`src/rtl/fetch_stage_queued.sv`:
```
// Instruction fetch stage with a DEPTH-entry prefetch queue in front of the decode register.
// Talks to a variable-latency instruction memory with at most one request in flight.
module fetch_stage_queued #(
    parameter int                 PC_SIZE     = 8,
    parameter int                 INSTR_WIDTH = 32,
    parameter int                 DEPTH       = 4,
    parameter logic [PC_SIZE-1:0] RESET_PC    = '0
) (
    input  logic                         clk,
    input  logic                         reset,
    input  logic                         StallD,
    input  logic                         FlushD,
    input  logic                         PCSrcD,
    input  logic [PC_SIZE-1:0]           PCBranchD,
    output logic                         IMemReq,
    output logic [PC_SIZE-1:0]           IMemAddr,
    input  logic                         IMemValid,
    input  logic [INSTR_WIDTH-1:0]       IMemRD,
    output logic [PC_SIZE-1:0]           PCF,
    output logic [INSTR_WIDTH-1:0]       InstrD,
    output logic [PC_SIZE-1:0]           PCPlus1D,
    output logic                         ValidD,
    output logic [$clog2(DEPTH+1)-1:0]   QueueCount
);

    localparam int CW = $clog2(DEPTH + 1);
    localparam int PW = $clog2(DEPTH);

    typedef enum logic [1:0] {
        ST_RUN   = 2'd0,
        ST_WAIT  = 2'd1,
        ST_DRAIN = 2'd2
    } state_t;

    state_t                   state_q, state_d;
    logic [PC_SIZE-1:0]       pcf_q, pcf_d;
    logic [PW-1:0]            head_q, head_d;
    logic [PW-1:0]            tail_q, tail_d;
    logic [CW-1:0]            count_q, count_d;
    logic [INSTR_WIDTH-1:0]   dec_instr_q, dec_instr_d;
    logic [PC_SIZE-1:0]       dec_pcp1_q, dec_pcp1_d;
    logic                     dec_valid_q, dec_valid_d;

    logic [INSTR_WIDTH-1:0]   q_instr_mem [DEPTH];
    logic [PC_SIZE-1:0]       q_pc_mem    [DEPTH];

    logic                     push;
    logic                     pop;
    logic                     issue;
    logic [CW:0]              occ_push;
    logic [INSTR_WIDTH-1:0]   head_instr;
    logic [PC_SIZE-1:0]       head_pc;

    function automatic logic [PW-1:0] ptr_inc(input logic [PW-1:0] p);
        return (p == PW'(DEPTH - 1)) ? '0 : p + PW'(1);
    endfunction

    assign push     = IMemValid & (state_q == ST_WAIT) & ~PCSrcD;
    assign pop      = (count_q != '0) & ~StallD & ~FlushD & ~PCSrcD;
    // Space check counts the incoming response but not a concurrent pop.
    assign occ_push = {1'b0, count_q} + {{CW{1'b0}}, push};
    assign issue    = ~reset & ~PCSrcD & ((state_q == ST_RUN) | push)
                    & (occ_push < (CW+1)'(DEPTH));

    assign head_instr = q_instr_mem[head_q];
    assign head_pc    = q_pc_mem[head_q];

    assign IMemReq    = issue;
    assign IMemAddr   = pcf_q;
    assign PCF        = pcf_q;
    assign InstrD     = dec_instr_q;
    assign PCPlus1D   = dec_pcp1_q;
    assign ValidD     = dec_valid_q;
    assign QueueCount = count_q;

    always_comb begin
        state_d = state_q;
        case (state_q)
            ST_RUN: begin
                if (!PCSrcD && issue) begin
                    state_d = ST_WAIT;
                end
            end
            ST_WAIT: begin
                if (PCSrcD) begin
                    state_d = IMemValid ? ST_RUN : ST_DRAIN;
                end else if (push) begin
                    state_d = issue ? ST_WAIT : ST_RUN;
                end
            end
            ST_DRAIN: begin
                if (IMemValid) begin
                    state_d = ST_RUN;
                end
            end
            default: state_d = ST_RUN;
        endcase
    end

    always_comb begin
        pcf_d = pcf_q;
        if (PCSrcD) begin
            pcf_d = PCBranchD;
        end else if (issue) begin
            pcf_d = pcf_q + PC_SIZE'(1);
        end
    end

    always_comb begin
        head_d  = head_q;
        tail_d  = tail_q;
        count_d = count_q;
        if (PCSrcD) begin
            head_d  = '0;
            tail_d  = '0;
            count_d = '0;
        end else begin
            if (push) begin
                tail_d = ptr_inc(tail_q);
            end
            if (pop) begin
                head_d = ptr_inc(head_q);
            end
            if (push && !pop) begin
                count_d = count_q + CW'(1);
            end else if (pop && !push) begin
                count_d = count_q - CW'(1);
            end
        end
    end

    always_comb begin
        dec_instr_d = dec_instr_q;
        dec_pcp1_d  = dec_pcp1_q;
        dec_valid_d = dec_valid_q;
        if (PCSrcD || FlushD) begin
            dec_instr_d = '0;
            dec_pcp1_d  = '0;
            dec_valid_d = 1'b0;
        end else if (!StallD) begin
            if (pop) begin
                dec_instr_d = head_instr;
                dec_pcp1_d  = head_pc;
                dec_valid_d = 1'b1;
            end else begin
                dec_instr_d = '0;
                dec_pcp1_d  = '0;
                dec_valid_d = 1'b0;
            end
        end
    end

    // Each entry stores the PCF seen at push time, which is the fetched address + 1.
    always_ff @(posedge clk) begin
        if (push) begin
            q_instr_mem[tail_q] <= IMemRD;
            q_pc_mem[tail_q]    <= pcf_q;
        end
    end

    always_ff @(posedge clk) begin
        if (reset) begin
            state_q     <= ST_RUN;
            pcf_q       <= RESET_PC;
            head_q      <= '0;
            tail_q      <= '0;
            count_q     <= '0;
            dec_instr_q <= '0;
            dec_pcp1_q  <= '0;
            dec_valid_q <= 1'b0;
        end else begin
            state_q     <= state_d;
            pcf_q       <= pcf_d;
            head_q      <= head_d;
            tail_q      <= tail_d;
            count_q     <= count_d;
            dec_instr_q <= dec_instr_d;
            dec_pcp1_q  <= dec_pcp1_d;
            dec_valid_q <= dec_valid_d;
        end
    end

endmodule

```
`config.mk`:
```
export PLATFORM = sky130hd
export DESIGN_NAME = fetch_stage_queued
export DESIGN_NICKNAME = d
export VERILOG_FILES = /design/src/rtl/fetch_stage_queued.sv
export SDC_FILE = /design/constraint.sdc
export NUM_CORES = 1
export LEC_CHECK = 0
export ABC_AREA = 1
export CELL_PAD_IN_SITES_DETAIL_PLACEMENT = 1
export CELL_PAD_IN_SITES_GLOBAL_PLACEMENT = 2
export CORE_UTILIZATION = 37
export CTS_CLUSTER_SIZE = 20
export DETAILED_ROUTE_END_ITERATION = 10
export GPL_TIMING_DRIVEN = 0
export PLACE_DENSITY_LB_ADDON = 0.25
export SKIP_CTS_REPAIR_TIMING = 1
export SLEW_MARGIN = 30
export SYNTH_ARGS = -nofsm -noshare
export SYNTH_HDL_FRONTEND = slang
export SYNTH_SLANG_ARGS = --single-unit
```
`constraint.sdc`:
```
create_clock -name clk -period 4.32 [get_ports clk]
set_input_delay 1.296 -clock clk [delete_from_list [all_inputs] [get_ports clk]]
set_output_delay 1.296 -clock clk [all_outputs]
set_load 0.05 [all_outputs]
```
; After elaboration in Yosys (flattened, before gate mapping)
; Memories as Yosys holds them, arrays and structs flattened. A register that Yosys moved wholly into a read port is not among the register bits.
; Cells that the tools add are included.
[totals]
latchBits = 0
memories = 2
reg_bits = 58
mem_bits_ro = 0
output_inout_bits = 61
mem_bits_rw = 160
wordCells = 73
[memory_table]
columns = memory, words, word_bits, rd, rd_ports_with_merged_regs, wr, line_no
row1 = q_instr_mem, 4, 32, 1, 1, 1, 44  ; logic [INSTR_WIDTH-1:0] q_instr_mem [DEPTH];
row2 = q_pc_mem, 4, 8, 1, 1, 1, 45  ; logic [PC_SIZE-1:0] q_pc_mem [DEPTH];
[classes]
eq_ne = 7
shifts = 0
n_addsub = 6
mul = 0
reduce_logical = 14
n_bitwise = 13
div_mod_pow = 0
mux = 22
n_lt_le_gt_ge = 1
[ops]
columns = operator, count
row1 = 32-bit two-way mux, 1
row2 = 8-bit two-way mux, 3
row3 = 2-bit two-way mux, 11
row4 = 8-bit by 1-bit adder with 8-bit output (second input constant), 1
row5 = 1-bit bitwise AND, 8
row6 = 2-bit == test (second input constant), 3
row7 = 3-bit two-way mux, 2
row8 = 2-bit case mux with 3 select lines, 1
row9 = 2-bit by 1-bit adder with 2-bit output (second input constant), 2
row10 = 3-bit by 1-bit adder with 4-bit output, 1
row11 = 4-bit by 3-bit < comparator with 1-bit output (second input constant), 1
row12 = 1-bit two-way mux, 4
row13 = 1-bit NOT, 4
row14 = 2-bit nonzero test, 2
row15 = 2-bit OR reduction, 2
row16 = 3-bit by 1-bit adder with 3-bit output (second input constant), 1
row17 = 1-bit logical AND, 3
row18 = 1-bit logical NOT, 3
row19 = 3-bit inequality test (second input constant), 1
row20 = 3-bit AND reduction, 1
row21 = 3-bit nonzero test, 1
row22 = 3-bit by 1-bit subtractor with 3-bit output (second input constant), 1
row23 = 2-bit by 1-bit == test with 1-bit output (second input constant), 1
row24 = 2-bit logical NOT, 1
row25 = other kinds (4), 4

; Depth between registers and ports, before layout
; Gate-level depths: netlist of the first run.
[depth]
depth_word = 10
mapped_depth = 11
depth_no_buf = 11

; Worst setup path after synthesis of the first run
; No wires, ideal clock.
[synth_timing]
kind = input -> register
from = in PCSrcD
to = mem q_instr_mem[0][0], enable pin
setup_ps = 438
arrival_ps = 3318
n_path_buf = 0
t_required_ps = 3882
stages = 3
setup_slack_ps = 564
cell_sequence = inv_2 -> nand4_2 -> nor2_1
[synth_via]
elab_chain_len = 4
[synth_lines]
columns = item, line_no
row1 = start: declaration, 13  ; input logic PCSrcD,
row2 = 1-bit NOT, 58  ; assign push = IMemValid & (state_q == ST_WAIT) & ~PCSrcD;
row3 = 1-bit bitwise AND, 58
row4 = 1-bit two-way mux, 155  ; if (push) begin
row5 = 1-bit two-way mux (implied by the code), 156  ; q_instr_mem[tail_q] <= IMemRD;
row6 = end: declaration, 44
; No other way between the ends.

; Worst setup path in the final report of the first run
[layout_timing]
from = in IMemValid
to = out IMemReq
[layout_via]
elab_chain_len = 5
elab_cells_between_ends = 7
classes_between = add/sub (1) / order compare (1) / bitwise (5)
[layout_lines]
columns = item, line_no
row1 = start: declaration, 17  ; input logic IMemValid,
row2 = 1-bit bitwise AND (*) (2 in a row), 58
row3 = via push, 47  ; logic push;
row4 = 3-bit by 1-bit adder with 4-bit output / 1-bit OR (equally long branches), "61, 62"
row5 = 4-bit by 3-bit < comparator with 1-bit output / 1-bit bitwise AND (equally long branches), "63, 62"
row6 = 1-bit bitwise AND (*), 63  ; & (occ_push < (CW+1)'(DEPTH));
row7 = end: declaration, 15  ; output logic IMemReq,
; Mark *: on every way through the listed nets, which the timed path passes. The rest lies on a longest branch.

==> key figures, run 1 <==
Status
  – Outcome: complete, no violations

CTS
  – Cts bufs inserted: 24
  – CTS Sinks: 220
  – CTS Buffer Depth: 3
  – Clock H-tree levels: 1
  – Clk pin slew, worst setup/hold paths: 0.06 ns
  – CTS tree: yes
  – Clk root buf: clkbuf_16
  – Clk_lat worst skew: a little over 0.5 ns

Place
  – Placer Congestion: about 0.74
  – DP HPWL: 15500 um
  – PortBufs: 104

Critical path
  – CP peak stage delay: roughly 0.55 ns
  – CP delay by family, top: buffers and inverters
  – Crit-path cells: clkdlybuf4s50_1, nand3_1, nor2_1, nand2_1, nand3_1, buf_2, inv_1, clkbuf_4
  – Critical path class: in2out
  – Worst setup EP type: primary output
  – Cell repeated most along the worst path: nand3_1
  – CP startpoint kind: input port
  – FF-to-FF path depth: 11
  – Worst path slowest cell: clkdlybuf4s50_1
  – Crit-path max FO: 10
  – Critical Path AT: between 2 and 3 ns
  – WP data required: between 3 and 4 ns
  – Critical Path Stages: 8
  – Worst path bufs/invs: 4

STA
  – Fin Clk Skew: 0.00653 ns
  – Max Freq: 245 MHz
  – Worst-margin pin slew: 0.806 ns
  – Final Hold Fails: 0
  – Post-route minimum period: 4.08 ns
  – Max-Slew Margin vs Limit: 0.459
  – Final setup fails: 0
  – WHS: ~0.47 ns
  – Slew Limit Fails: 0
  – Fin crit share: 0.943
  – Unrepaired setup endpoints after global routing: false

Cells and area
  – Layout Nets: 969
  – Area Growth Syn to Fin: 28.0%
  – Share of cells above drive strength 1: 0.125
  – Fillers: 2451
  – Ant. Diodes: 0

Synthesis
  – Top cell type by total area after synthesis: edfxtp_1
  – Seq cells post-synth: between 200 and 250
  – Number of warnings issued by yosys: 0
  – Synth Flop Type: edfxtp_1
  – Share of synthesized registers carrying an async set or reset: 0
  – Mapped Cells: slightly below 800
  – Post-synth top area share: 0.551
  – Top-count cell post-synth: edfxtp_1
  – Syn avg cell area: 11.2 um2
  – Library cells used by synthesis: 27
  – Post-synth top cells: 160 x edfxtp_1, 138 x nor2_1, 127 x nand2_1
  – Synthesized cell area: 8710 um2
  – Number of synthesized flops with an enable pin: 160
  – Synth top area cells: edfxtp_1 55%, dfxtp_1 14%, o21ai_0 6.1%
  – Net Count, Synth: 830
  – Sequential area share after synthesis: 0.689

Detailed routing
  – First-pass DRT Iterations: 4
  – Vias post-DR: 6148
  – Starting DRT DRC Count: 262
  – Routed len/inst: 18.5 um
  – Drt via density: about 4.9
  – Final ANT Viol Nets: 0
  – WL final: 23100 um
  – Drt drc: 0

Floorplan
  – DIE WIDTH: 155 um
  – Total die area: about 24000 um2
  – Initial core utilization: 0.381
  – Placement row count: 55
  – Core area: 22800 um2
  – # IOs: 107
  – Die Height: 155 um

Job
  – Maxcap violations: 0

GRT
  – Total track usage: 0.193
  – Total grt overflow: 0
  – Vias in the first global route: about 6700
  – Largest net degree at the start of global routing: 20
  – Global-route wire length before repair: 35500 um
  – Antenna violations before repair: 1

Min path
  – Min-delay worst type: reg2reg
  – Min-Delay Path Depth: 2

Power and ir drop
  – P_leak: 3.66 nW
  – Peak supply drop: 0.219 mV
  – Total Power: 4.44 mW
  – P per Cell Area: 398 nW/um2
-- layout by cell type, fill, tap and decap left out, types with 2 or more instances in the layout --
cell type | netlist | final
edfxtp_1 | 160 | 160
nor2_1 | 138 | 134
nand2_1 | 127 | 127
o21ai_0 | 107 | 107
clkdlybuf4s50_1 | 0 | 102
dfxtp_1 | 60 | 60
a21oi_2 | 40 | 40
clkbuf_1 | 27 | 32
clkbuf_16 | 0 | 25
o21ai_1 | 18 | 18
inv_1 | 17 | 17
nand3_1 | 17 | 17
a21oi_1 | 15 | 15
buf_2 | 10 | 10
buf_4 | 8 | 9
buf_16 | 0 | 8
buf_6 | 7 | 7
ha_1 | 7 | 7
clkinv_1 | 2 | 6
clkinv_2 | 0 | 5
nor2_4 | 0 | 4
clkinvlp_4 | 0 | 4
xnor2_1 | 3 | 3
or2_1 | 2 | 2
o21bai_1 | 2 | 2
a211oi_1 | 2 | 2
-- registers in the layout, summed over array words and instances, names as in the netlist, named ones only --
signal,count
q_instr_mem,128
InstrD,32
q_pc_mem,32
IMemAddr,8
PCPlus1D,8
QueueCount,3
head_q,2
state_q,2
tail_q,2
ValidD,1
-- where the power goes --
group | total (mW) | switching, mW | internal [mW]
clock network | 1.92 | 0.807 | 1.12
registers | 2.30 | 0.0190 | 2.28
logic | 0.216 | 0.128 | 0.0882
-- metal layers --
layer,GRT usage,vias to the layer above,wire length (um)
li1,-,2939,-
met1,0.224,3053,9640
met2,0.367,130,12300
met3,0.0284,26,840
met4,0.0500,0,307
met5,0,-,0
-- area by class of cell --
class | instances | area, um2 | share of cell area
buffer | 53 | 294 | 0.0264
clock buffer | 30 | 644 | 0.0577
clock inverter | 14 | 100 | 0.00897
inverter | 20 | 75.1 | 0.00673
multi-input combinational | 483 | 2380 | 0.213
sequential | 220 | 6010 | 0.538
tap | 313 | 392 | 0.0351
timing repair buffer | 113 | 1270 | 0.114
-- stage by stage --
| stage | instance area (um2) | worst slack, ns | cells | TNS (ns) | util |
|---|---|---|---|---|---|
| 6_report | 11200 | 0.244 | 1246 | 0 | 0.488 |
| 3_3_place_gp | 10100 | -1.67 | 1193 | -254.09 | 0.444 |
| 2_1_floorplan | 8710 | 0.564 | 776 | 0 | - |
| 3_5_place_dp | 10400 | -0.716 | 1201 | -0.716 | 0.455 |
| 5_1_grt | 11200 | 0.139 | 1246 | 0 | 0.488 |
| 4_1_cts | 11100 | -0.726 | 1245 | -0.726 | 0.488 |
-- final timing paths --
check,from,endpoint,slack [ns]
min reg2reg,InstrD[6]$_SDFFE_PP0N_,InstrD[6]$_SDFFE_PP0N_,0.47
max reg2reg,QueueCount[0]$_SDFFE_PP0P_,QueueCount[2]$_SDFFE_PP0P_,1.87
min,InstrD[6]$_SDFFE_PP0N_,InstrD[6]$_SDFFE_PP0N_,0.47
max,IMemValid,IMemReq,0.24
-- worst reg2reg max path: cells and delay by family, from the launching register on --
family / cells / cell delay (ns)
AOI/OAI and AO/OA: 3 / 0.79
adders and majority gates: 2 / 0.68
DFF: 1 / 0.36
buffers and inverters: 3 / 0.26
xor gates and xnor gates: 1 / 0.17
and+or+nand+nor: 2 / 0.11
-- kinds of logic after synthesis --
group / count (synthesis) / share of synthesized area
AO/OA/AOI/OAI: 184 / 0.124
XOR/XNOR: 4 / 0.00402
adder cells (fa/ha/maj): 8 / 0.0123
buffers and inverters: 73 / 0.0424
flip-flops: 220 / 0.689
AND/OR/NAND/NOR: 287 / 0.128
(Power assumes the default switching activity.)
==> run 2: changes to the inputs <==
--- a/config.mk
+++ b/config.mk
@@ -9,11 +9,11 @@
 export CELL_PAD_IN_SITES_DETAIL_PLACEMENT = 1
 export CELL_PAD_IN_SITES_GLOBAL_PLACEMENT = 2
 export CORE_UTILIZATION = 37
+export CTS_CLUSTER_DIAMETER = 50
 export CTS_CLUSTER_SIZE = 20
 export DETAILED_ROUTE_END_ITERATION = 10
 export GPL_TIMING_DRIVEN = 0
 export PLACE_DENSITY_LB_ADDON = 0.25
-export SKIP_CTS_REPAIR_TIMING = 1
 export SLEW_MARGIN = 30
 export SYNTH_ARGS = -nofsm -noshare
 export SYNTH_HDL_FRONTEND = slang
==> key figures, run 2 (same netlist as run 1, synthesis figures left out) <==
Critical path
  – Worst path slowest cell: clkdlybuf4s50_1
  – Cell repeated most along the worst path: nand3_1
  – WP data required: 3.02 ns
  – Crit-path cells: clkdlybuf4s50_1, nand3_1, nor2_1, nand2_1, nand3_1, buf_2, inv_1, clkbuf_4
  – Worst R2R End: QueueCount[2]$_SDFFE_PP0P_
  – Critical Path AT: 2.77 ns
  – CP startpoint kind: input port
  – CP startpoint: IMemValid
  – FF-to-FF setup slack: 1.86 ns
  – Critical path class: in2out
  – Crit-path max FO: 10
  – Worst setup EP type: primary output
  – FF-to-FF path depth: 11
  – CP peak stage delay: 0.55 ns
  – Worst r2r src: QueueCount[0]$_SDFFE_PP0P_

Cells and area
  – Layout Nets: a little under 1000
  – Most frequent cells in the layout: 160 x edfxtp_1, 134 x nor2_1, 127 x nand2_1
  – Commonest non-fill, non-tap cell in the layout: edfxtp_1
  – Max reg flops: 128
  – Most flops, register: q_instr_mem
  – Share of cells above drive strength 1: 0.134
  – Area Growth Syn to Fin: 29.2%
  – Final core utilization: 0.493
  – Fillers: ~2400
  – Ant. Diodes: 0

Min path
  – HP Start: InstrD[6]$_SDFFE_PP0N_
  – Min-delay worst type: reg2reg
  – Min-Delay Path Depth: 2
  – Hold-critical path endpoint: InstrD[6]$_SDFFE_PP0N_

CTS
  – Cts bufs inserted: 26
  – CTS tree: yes
  – Clock H-tree levels: 1
  – CTS Sinks: 220
  – Clk pin slew, worst setup/hold paths: 0.06 ns
  – Clk root buf: clkbuf_16
  – Clk_lat worst skew: 0.52 ns
  – CTS Buffer Depth: 3

Detailed routing
  – Vias post-DR: 6174
  – Drt via density: 4.94
  – Final ANT Viol Nets: 0
  – First-pass DRT Iterations: 4
  – Drt drc: 0
  – Routed len/inst: roughly 18 um
  – Starting DRT DRC Count: 249
  – WL final: 22900 um

GRT
  – Total track usage: 0.193
  – Largest net degree at the start of global routing: 20
  – Vias in the first global route: around 6700
  – Antenna violations before repair: 1
  – Total grt overflow: 0
  – Global-route wire length before repair: 35700 um

STA
  – Post-route minimum period: 4.07 ns
  – Slew Limit Fails: 0
  – Max Freq: around 250 MHz
  – Worst-margin pin slew: ~0.80 ns
  – Fin crit share: 0.942
  – Final setup fails: 0
  – Final worst slack: 0.251 ns
  – Fin Clk Skew: 0.0156 ns
  – WHS: 0.472 ns
  – Final Hold Fails: 0
  – Max-Slew Margin vs Limit: 0.461
  – Unrepaired setup endpoints after global routing: false

Power and ir drop
  – P_leak: 3.72 nW
  – P per Cell Area: 410 nW/um2
  – Peak supply drop: between 0.2 and 0.25 mV

Floorplan
  – # IOs: 107
  – Initial core utilization: 0.381
  – Core area: 22800 um2
  – Total die area: 24200 um2
  – DIE WIDTH: 155 um
  – Placement row count: 55
  – Die Height: 155 um

Place
  – PortBufs: 104
  – Post-Place Worst Slack: -0.716 ns
  – Placer Congestion: approximately 0.74
  – DP HPWL: 15500 um

Job
  – Maxcap violations: 0

Status
  – Outcome: complete, no violations
==> run 2: cell types whose count changed in the layout (fill, tap and decap cells not counted), moves of 2 or more <==
| cell | delta |
|---|---|
| inv_6 | +7 |
| clkbuf_16 | +2 |
| clkbuf_1 | -2 |
| inv_8 | +2 |
| clkinv_2 | -3 |
| clkinvlp_4 | -3 |
| clkinv_4 | +4 |
| clkinv_1 | -3 |
==> run 2: power breakdown <==
group          leakage, nW  internal (mW)  switching [mW]  total (mW)
clock network        0.413           1.18           0.919        2.10
registers             1.92           2.28          0.0192        2.30
logic                 1.39         0.0882           0.128       0.216
==> run 2: worst max path at each step <==
stage / end / cells past startpoint / slack (ns)
floorplan: q_instr_mem[0][0]$_DFFE_PP_ / 3 / 0.56
global placement: q_instr_mem[3][19]$_DFFE_PP_ / 4 / -1.67
detailed placement: IMemReq / 8 / -0.72
CTS: IMemReq / 8 / 0.04
global route: IMemReq / 8 / 0.14
finish: IMemReq / 8 / 0.25
==> run 2: per-layer routing <==
layer | vias up | wire length [um] | GRT usage
met5 | - | 0 | 0
met4 | 0 | 330 | 0.0495
met3 | 31 | 948 | 0.0281
met2 | 138 | 12100 | 0.367
met1 | 3052 | 9550 | 0.226
li1 | 2953 | - | -
==> run 2: area by class of cell <==
cell class,instances,area (um2),share of cell area
Sequential cell,220,6010,0.534
Multi-Input combinational cell,483,2380,0.211
Timing Repair Buffer,113,1270,0.113
Clock buffer,30,687,0.0610
Tap cell,313,392,0.0348
Buffer,53,294,0.0261
Clock inverter,18,156,0.0139
Inverter,20,75.1,0.00667
==> run 2: through the flow <==
step | TNS, ns | area [um2] | instances | power [mW]
global placement | -254.09 | 10100 | 1193 | 2.55
floorplan | 0 | 8710 | 776 | 2.45
detailed placement | -0.716 | 10400 | 1201 | 2.56
global route | 0 | 11300 | 1250 | 4.78
finish | 0 | 11300 | 1250 | 4.62
CTS | 0 | 11300 | 1250 | 4.67
==> run 2: critical path: cells and delay by family <==
family,cells,cell delay [ns]
buf+inv,4,1.06
simple gates,4,0.43
==> run 2: timing repair <==
item	4_1_cts	5_1_grt
hold buffers	0	0
setup endpoints to repair	1	1
setup buffers	1	0
pin swaps	1	0
resized for setup	6	2
